`src/rtl/tlcd_pkg.sv`:
```
// Shared definitions for the TLCD CGRAM glyph loader: FSM state encodings
// (as seen on the STATE debug port), LCD command bytes and glyph geometry.
package tlcd_pkg;

  // Encodings visible on STATE; the strobe reuses IDLE..WAIT for its phase.
  typedef enum logic [2:0] {
    ST_IDLE  = 3'd0,
    ST_SETUP = 3'd1,
    ST_PULSE = 3'd2,
    ST_WAIT  = 3'd3,
    ST_DONE  = 3'd4
  } state_e;

  // Loader sequencing: RUN covers SETUP/PULSE/WAIT, which the strobe details.
  typedef enum logic [1:0] {
    CTL_IDLE = 2'd0,
    CTL_RUN  = 2'd1,
    CTL_DONE = 2'd2
  } ctl_e;

  localparam logic [7:0] CMD_SET_CGRAM = 8'h40;
  localparam logic [7:0] CMD_SET_DDRAM = 8'h80;
  localparam int         GLYPH_ROWS    = 8;
  localparam int         GLYPH_W       = 5;

endpackage

```
`src/rtl/tlcd_strobe.sv`:
```
// One-transfer E strobe timing: SETUP (1 cycle), PULSE (E high for
// E_HIGH_CYC cycles), WAIT (E low for CMD_WAIT_CYC cycles).
// Handshake: go is accepted while idle or in the final WAIT cycle (when ack
// is high), which lets transfers run back to back with no gap. ack is high
// for exactly one cycle, the last cycle of WAIT.
module tlcd_strobe
  import tlcd_pkg::*;
#(
  parameter int E_HIGH_CYC   = 1,
  parameter int CMD_WAIT_CYC = 2
) (
  input  logic   clk,
  input  logic   rst,
  input  logic   go,
  output logic   e,
  output logic   ack,
  output state_e phase
);

  logic [15:0] cnt;

  assign ack = (phase == ST_WAIT) && (cnt == 16'(CMD_WAIT_CYC - 1));

  // Phase sequencer with registered E.
  always_ff @(posedge clk) begin
    if (rst) begin
      phase <= ST_IDLE;
      e     <= 1'b0;
      cnt   <= '0;
    end else begin
      case (phase)
        ST_IDLE: begin
          if (go) phase <= ST_SETUP;
        end
        ST_SETUP: begin
          phase <= ST_PULSE;
          e     <= 1'b1;
          cnt   <= '0;
        end
        ST_PULSE: begin
          if (cnt == 16'(E_HIGH_CYC - 1)) begin
            phase <= ST_WAIT;
            e     <= 1'b0;
            cnt   <= '0;
          end else begin
            cnt <= cnt + 16'd1;
          end
        end
        ST_WAIT: begin
          if (ack) phase <= go ? ST_SETUP : ST_IDLE;
          else     cnt   <= cnt + 16'd1;
        end
        default: begin
          phase <= ST_IDLE;
          e     <= 1'b0;
        end
      endcase
    end
  end

endmodule

```
`src/rtl/tlcd_cgram_loader.sv`:
```
// CGRAM glyph loader for HD44780-class text LCDs. Holds NUM_GLYPHS 5x8
// glyphs and, on START, sends Set-CGRAM-address 0 followed by every glyph
// row, glyph-major. Optional macro TLCD_CGRAM_HOME_EN appends a
// Set-DDRAM-address 0 command so the panel is left at the home position.
// Bus (RS/DATA) only changes on the edge that enters SETUP, so it is stable
// across the whole E-high window.
module tlcd_cgram_loader
  import tlcd_pkg::*;
#(
  parameter int NUM_GLYPHS   = 5,
  parameter int E_HIGH_CYC   = 1,
  parameter int CMD_WAIT_CYC = 2
) (
  input  logic       CLK,
  input  logic       RESETN,
  input  logic       START,
  input  logic       GLYPH_WE,
  input  logic [5:0] GLYPH_WADDR,
  input  logic [4:0] GLYPH_WDATA,
  output logic       BUSY,
  output logic       DONE,
  output logic       TLCD_E,
  output logic       TLCD_RS,
  output logic       TLCD_RW,
  output logic [7:0] TLCD_DATA,
  output logic [2:0] STATE
);

  localparam int N = NUM_GLYPHS * GLYPH_ROWS;
`ifdef TLCD_CGRAM_HOME_EN
  localparam int M = N + 2;
`else
  localparam int M = N + 1;
`endif

  ctl_e               ctl;
  logic [6:0]         idx;
  logic [6:0]         sel_idx;
  logic               sel_rs;
  logic [7:0]         sel_data;
  logic               go;
  logic               ack;
  state_e             phase;
  logic [GLYPH_W-1:0] mem [64];

  // Glyph store: writes to glyphs beyond NUM_GLYPHS are dropped.
  always_ff @(posedge CLK) begin
    if (RESETN) begin
      for (int i = 0; i < 64; i++) mem[i] <= '0;
    end else if (GLYPH_WE && ({1'b0, GLYPH_WADDR[5:3]} < 4'(NUM_GLYPHS))) begin
      mem[GLYPH_WADDR] <= GLYPH_WDATA;
    end
  end

  // Byte for the transfer about to enter SETUP.
  always_comb begin
    sel_idx  = (ctl == CTL_IDLE) ? 7'd0 : idx + 7'd1;
    sel_rs   = 1'b0;
    sel_data = CMD_SET_CGRAM;
    if (sel_idx != 7'd0) begin
      if (sel_idx <= 7'(N)) begin
        sel_rs   = 1'b1;
        sel_data = {3'b000, mem[6'(sel_idx - 7'd1)]};
      end else begin
`ifdef TLCD_CGRAM_HOME_EN
        sel_rs   = 1'b0;
        sel_data = CMD_SET_DDRAM;
`endif
      end
    end
  end

  assign go = ((ctl == CTL_IDLE) && START) ||
              ((ctl == CTL_RUN) && ack && (idx != 7'(M - 1)));

  // Loader FSM: owns the byte counter, the bus registers and DONE.
  always_ff @(posedge CLK) begin
    if (RESETN) begin
      ctl       <= CTL_IDLE;
      idx       <= '0;
      TLCD_RS   <= 1'b0;
      TLCD_DATA <= 8'h00;
      DONE      <= 1'b0;
    end else begin
      DONE <= 1'b0;
      case (ctl)
        CTL_IDLE: begin
          if (START) begin
            ctl       <= CTL_RUN;
            idx       <= '0;
            TLCD_RS   <= sel_rs;
            TLCD_DATA <= sel_data;
          end
        end
        CTL_RUN: begin
          if (ack) begin
            if (idx == 7'(M - 1)) begin
              ctl  <= CTL_DONE;
              DONE <= 1'b1;
            end else begin
              idx       <= idx + 7'd1;
              TLCD_RS   <= sel_rs;
              TLCD_DATA <= sel_data;
            end
          end
        end
        CTL_DONE: ctl <= CTL_IDLE;
        default:  ctl <= CTL_IDLE;
      endcase
    end
  end

  tlcd_strobe #(
    .E_HIGH_CYC  (E_HIGH_CYC),
    .CMD_WAIT_CYC(CMD_WAIT_CYC)
  ) u_strobe (
    .clk  (CLK),
    .rst  (RESETN),
    .go   (go),
    .e    (TLCD_E),
    .ack  (ack),
    .phase(phase)
  );

  assign BUSY    = (ctl == CTL_RUN);
  assign TLCD_RW = 1'b0;

  // Debug state: strobe phase while running, otherwise loader state.
  always_comb begin
    case (ctl)
      CTL_RUN:  STATE = phase;
      CTL_DONE: STATE = ST_DONE;
      default:  STATE = ST_IDLE;
    endcase
  end

endmodule
```
`config.mk`:
```
export PLATFORM = sky130hd
export DESIGN_NAME = tlcd_cgram_loader
export DESIGN_NICKNAME = d
export VERILOG_FILES = /design/src/rtl/tlcd_pkg.sv /design/src/rtl/tlcd_strobe.sv /design/src/rtl/tlcd_cgram_loader.sv
export SDC_FILE = /design/constraint.sdc
export NUM_CORES = 1
export LEC_CHECK = 0
export CAP_MARGIN = 20
export CORE_ASPECT_RATIO = 0.5
export CORE_MARGIN = 2
export CORE_UTILIZATION = 50
export CTS_CLUSTER_SIZE = 30
export DETAILED_ROUTE_END_ITERATION = 6
export GPL_ROUTABILITY_DRIVEN = 0
export HOLD_SLACK_MARGIN = 0.1
export PLACE_DENSITY = 0.77
export SYNTH_ARGS = -nofsm -noshare
export SYNTH_HDL_FRONTEND = slang
export SYNTH_SLANG_ARGS = --single-unit
```
`constraint.sdc`:
```
create_clock -name CLK -period 3.2 [get_ports CLK]
set_input_delay 0.96 -clock CLK [delete_from_list [all_inputs] [get_ports CLK]]
set_output_delay 0.96 -clock CLK [all_outputs]
set_load 0.01 [all_outputs]
```
* Word-level counts from Yosys, hierarchy flattened
Memories as Yosys holds them, arrays and structs flattened.
Cells that the tools add are included.
** Storage, ports and cells
- Flip-flop bits (word level) :: 39
- Memory bits (writable) :: 320
- Input bits :: 15
- Output and inout bits :: 16
- Logic and storage cells :: 94
- Memories :: 1
** Operators by class
- $add $sub $neg :: 3
- Order comparisons :: 2
- Equal/unequal tests :: 16
- Multiplexer cells :: 41
- Bitwise operators :: 3
- Reductions and logical operators :: 20
** Memories
- mem :: depth 64, bits a word 5, rd ports 1, clocked after memory_dff 0, wr ports 64, line tlcd_cgram_loader.sv:44 : logic [GLYPH_W-1:0] mem [64];
** Operators with widths (count)
- $pmux 16 s3 :: 1
- $mux 7 :: 6
- $mux 16 :: 2
- $mux 8 :: 3
- $add 16x1->16 const B :: 1
- $eq 16x1->1 const B :: 1
- $logic_not 16->1 :: 1
- $pmux 8 s2 :: 1
- $mux 1 :: 14
- $pmux 7 s2 :: 1
- $pmux 3 s4 :: 1
- $mux 3 :: 3
- $ne 2x1->1 const B :: 4
- $ne 2x2->1 const B :: 4
- $add 7x1->7 const B :: 1
- $eq 7x6->1 const B :: 1
- $le 7x6->1 const B :: 1
- $ne 7x6->1 const B :: 1
- $reduce_bool 7->1 :: 1
- $eq 3x2->1 const B :: 2
- $mux 2 :: 3
- $mux 6 :: 1
- $pmux 3 s2 :: 1
- $reduce_and 3->1 :: 2
- other kinds (21) :: 28

* Depth between registers and ports, before layout
An unclocked memory read counts as a cell.
- Depth in word-level cells :: 9
- Gate-level depth with buffers :: 15
- Gate-level depth less buffers :: 11

* Hierarchy
From an unflattened synthesis, not the netlist that was laid out.
** Second synthesis, totals
- Cell total of the unflattened synthesis :: 1437
- Area total of the unflattened synthesis :: 17683.2 µm²
** By module, submodules not included
- tlcd_cgram_loader :: instances 1, cells each 1306, area an instance 16512.1 µm², sequential area each 9949.5 µm²
- tlcd_strobe :: instances 1, cells each 131, area an instance 1171.1 µm², sequential area each 380.4 µm²

* Worst setup path before layout
OpenSTA, ideal clock, no wires.
- Path type :: flip-flop to flip-flop
- From :: register idx[0]
- To :: register TLCD_DATA[0]
- Library setup time :: 121 ps
- Arrival :: 3308 ps
- Data required time :: 3079 ps
- Slack :: -228 ps
- Stages on the path, launching flop included :: 16
- Buffers on the path :: 6
- Period minus slack after synthesis :: 3428 ps
- Cell sequence :: dfxtp_1 -> buf_4 -> nor2_4 -> buf_6 -> buf_2 -> inv_1 -> ha_1 -> buf_2 -> buf_1 -> clkbuf_1 -> mux4_2 -> mux2i_1 -> nand2_1 -> o211ai_1 -> nor4bb_1 -> o21ai_1
** Between the ends
- Word-level cells in the longest chain between the ends :: 9
- Elaborated cells on any way between the ends :: 15
- Classes of those cells :: 2 x add/sub; 1 x order compare; 2 x eq/ne; 7 x mux; 2 x reduce/logical; 1 x memory
** RTL lines
- start, declared :: line tlcd_cgram_loader.sv:37 : logic [6:0] idx;
- start signal, assigned :: line tlcd_cgram_loader.sv:101 : idx <= idx + 7'd1;
- $add 7x1->7 :: line tlcd_cgram_loader.sv:57 : sel_idx = (ctl == CTL_IDLE) ? 7'd0 : idx + 7'd1;
- $mux 7 :: line tlcd_cgram_loader.sv:57
- $sub 6x1->6 :: line tlcd_cgram_loader.sv:63 : sel_data = {3'b000, mem[6'(sel_idx - 7'd1)]};
- $mem_v2 64x5
- $mux 7 :: line tlcd_cgram_loader.sv:61 : if (sel_idx <= 7'(N)) begin
- $mux 7 :: line tlcd_cgram_loader.sv:60 : if (sel_idx != 7'd0) begin
- $mux 8 :: line tlcd_cgram_loader.sv:97 : if (idx == 7'(M - 1)) begin
- $mux 8 :: line tlcd_cgram_loader.sv:96 : if (ack) begin
- $pmux 8 s2 :: line tlcd_cgram_loader.sv:86 : case (ctl)
- end signal, assigned :: line tlcd_cgram_loader.sv:92 : TLCD_DATA <= sel_data;
- end signal, assigned :: line tlcd_cgram_loader.sv:103 : TLCD_DATA <= sel_data;
- end, declared :: line tlcd_cgram_loader.sv:25 : output logic [7:0] TLCD_DATA,
Several ways; a longest one is shown, not always the timed one. The select of a mux whose other input is x is not followed.
A chain may end at the register's enable or synchronous reset.

* Worst setup path after layout
- From :: register idx[0]
- To :: register TLCD_DATA[2]
Same word-level chain as after synthesis.

==> metrics <==
status complete, no violations; WP data required 3.65 ns; HPWL Detailed 21800 um; fraction of layout cells with a size suffix above 1 0.193; Startpoint Class flip-flop; Fmax 327 MHz; XOR/XNOR Fraction of Synth Area 0.0133; synth top area cells edfxtp_1 (58%), mux4_2 (11%), and2_1 (7.7%); most frequent cells in the layout edfxtp_1 (320), and2_1 (202), conb_1 (123); leakage 6.78 nW; fin nets 1326; Simple-Gate Fraction of Synth Area 0.155; Die Width 261 um; register area 10300 um^2; DP Cell Count 1700; WL per Instance 18.8 um; number of flops mapped to enable cells by yosys 320; PD cells 549 nW/um^2; DR DRC count 0; final setup vio count 0; Multi-input gate area 6150 um^2; total clock sinks 356; Initial Util 0.514; fillers 2383; Ports 31; initial antenna violation count 0; RSZ-0062 raised after global routing false; Non-Filler Instances 1756; Total Routing Usage GR 0.197; height of the die 132 um; crit share post-route 0.954; Die Area 34500 um^2; Data arrival, critical path 3.51 ns; Iter 0 DRT Violations 844; Vias 9460; VDD IR max 0.404 mV; multiplexer share of the synthesized area 0.131; Post-Syn Area 16500 um^2; synth warn 0; P_int 0.00804 W; Core ar. 32100 um^2; CP delay by family, top simple AND/OR/NAND/NOR gates; most common cell after layout, fill and taps aside edfxtp_1; Worst Tran Pin Value 1.00 ns; crit path buf inv count 2; largest family of logic cells by synthesized area simple AND/OR/NAND/NOR gates; slowest stage delay, CP 0.43 ns; PortBufs 27; max-slew violations 0; switching part of the total 0.229; routed vias/inst 5.39; Detailed Routing Iterations Pass 1 5; slowest stage cell, crit path dfxtp_1; Synth Area in Compound Gates 0.0366; Worst-path clk slew 0.06 ns; Mapped Cells 1152; Hold Path Class flip-flop to flip-flop; Max-Cap Viols 0; critical path type flip-flop to flip-flop; Unique masters post-synth 66; CTS tree yes; average cell area after synthesis 14.3 um^2; Logic pwr share 0.108; Slew headroom 0.331; clk_lat worst skew 0.60 ns; Psw 0.00238 W; CP Capture Type flip-flop; CP Max Fanout 20; H-tree depth 1; global-route wire length before repair 52300 um; clock network fraction of total power 0.369; Rows 46; Routed WL 32900 um; CTS buffer count 31; Ant. Diodes 0; post-route antenna net violation count 0; root buf cell clkbuf_16; Seq pwr share 0.523; maximum number of pins on one net before global-route repair 101; Async SR Flop Fraction 0; top-area cell type share of the netlist area 0.583; Post-Route Setup TNS 0 ns; final hold violation count 0; gr ovfl total 0; Worst Skew 0.0395 ns; Synth area leader edfxtp_1; Synth Area in Adders 0.00759; vias in the first global route 9462; register area share after synthesis 0.626; Tmin final 3.05 ns; area delta synth->final 15.1%; CTS max path bufs 3; Synth Flop Type edfxtp_1; synthesis-stage register bit count 356; crit-path cells inv_1 -> ha_1 -> nor2b_1 -> a21oi_1 -> mux2i_4 -> buf_12 -> mux2_2 -> o211ai_1 -> nor4bb_1 -> o21ai_1
==> flip-flops by register name (all words and copies together) (netlist names) <==
signal	flops
DONE	1
mem	320
idx	7
TLCD_RS	1
TLCD_DATA	6
u_strobe.phase	2
ctl	2
u_strobe.e	1
u_strobe.cnt	16
==> timing repair <==
item / 4_1_cts / 5_1_grt
gates resized for setup: 0 / 1
hold buffers: 0 / 0
hold endpoints to repair: 0 / 0
buffers inserted: 0 / 0
setup endpoints to repair: 0 / 2
==> stage by stage <==
stage | power (W) | area (um^2) | utilization | hold slack, ns | setup slack, ns
floorplan | 0.00630 | 17000 | - | 0.462 | 0.0425
global placement | 0.00662 | 17900 | 0.560 | 0.442 | 0.0914
detailed placement | 0.00667 | 17900 | 0.560 | 0.476 | 0.0201
CTS | 0.0105 | 19000 | 0.592 | 0.487 | 0.0543
global route | 0.0108 | 19000 | 0.592 | 0.501 | 0.000176
finish | 0.0104 | 19000 | 0.592 | 0.482 | 0.146
==> cells by family (layout without fill, tap and decap cells) <==
family	Yosys count	count (layout)
fa+ha+maj	10	10
simple gates	450	450
compound gates	90	90
xor+xnor	22	22
mux	113	113
other cells	1	123
buf+inv	110	160
flops	356	356
==> area by class of cell <==
| class | instances | area share |
|---|---|---|
| clock buffer | 37 | 0.0420 |
| clock inverter | 19 | 0.0125 |
| inverter | 11 | 0.00217 |
| multi-input combinational | 808 | 0.324 |
| sequential | 356 | 0.544 |
| tap | 432 | 0.0285 |
| timing repair buffer | 93 | 0.0470 |
==> worst paths after layout <==
kind	slack [ns]	depth (start not counted)	from	end
min reg2reg	0.48	2	TLCD_DATA[4]	TLCD_DATA[4]
max	0.15	10	idx[0]	TLCD_DATA[2]
max reg2reg	0.15	10	idx[0]	TLCD_DATA[2]
min	0.48	2	TLCD_DATA[4]	TLCD_DATA[4]
==> worst min-delay path, stage by stage (launching register included) <==
cell and delay (ns):
dfxtp_1 0.31, nand2_1 0.08, a21oi_2 0.05
==> synth_stat cells (all sizes together) (13+ instances only) <==
cell,number
a211oi,20
a21oi,21
and2,202
buf,25
clkbuf,74
dfxtp,36
edfxtp,320
mux2i,23
mux4,80
nand2,36
nand3,17
nor2,84
nor2b,15
o211ai,13
o21ai,15
or2,42
==> routing by layer <==
| metal | vias up | track usage | wire, um |
|---|---|---|---|
| met1 | 4708 | 0.273 | 14300 |
| li1 | 4431 | - | - |
| met4 | 0 | 0.0419 | 550 |
| met3 | 52 | 0.0326 | 1830 |
| met5 | - | 0 | 0 |
| met2 | 269 | 0.330 | 16200 |
==> power by group through the flow <==
stage | Sequential (W) | Combinational [W] | Clock [W]
floorplan | 0.00550 | 0.000805 | 0
finish | 0.00545 | 0.00113 | 0.00385
global placement | 0.00553 | 0.00108 | 0
global route | 0.00547 | 0.00122 | 0.00411
CTS | 0.00545 | 0.00112 | 0.00391
detailed placement | 0.00555 | 0.00112 | 0
Power figures use the tool's default switching activity.
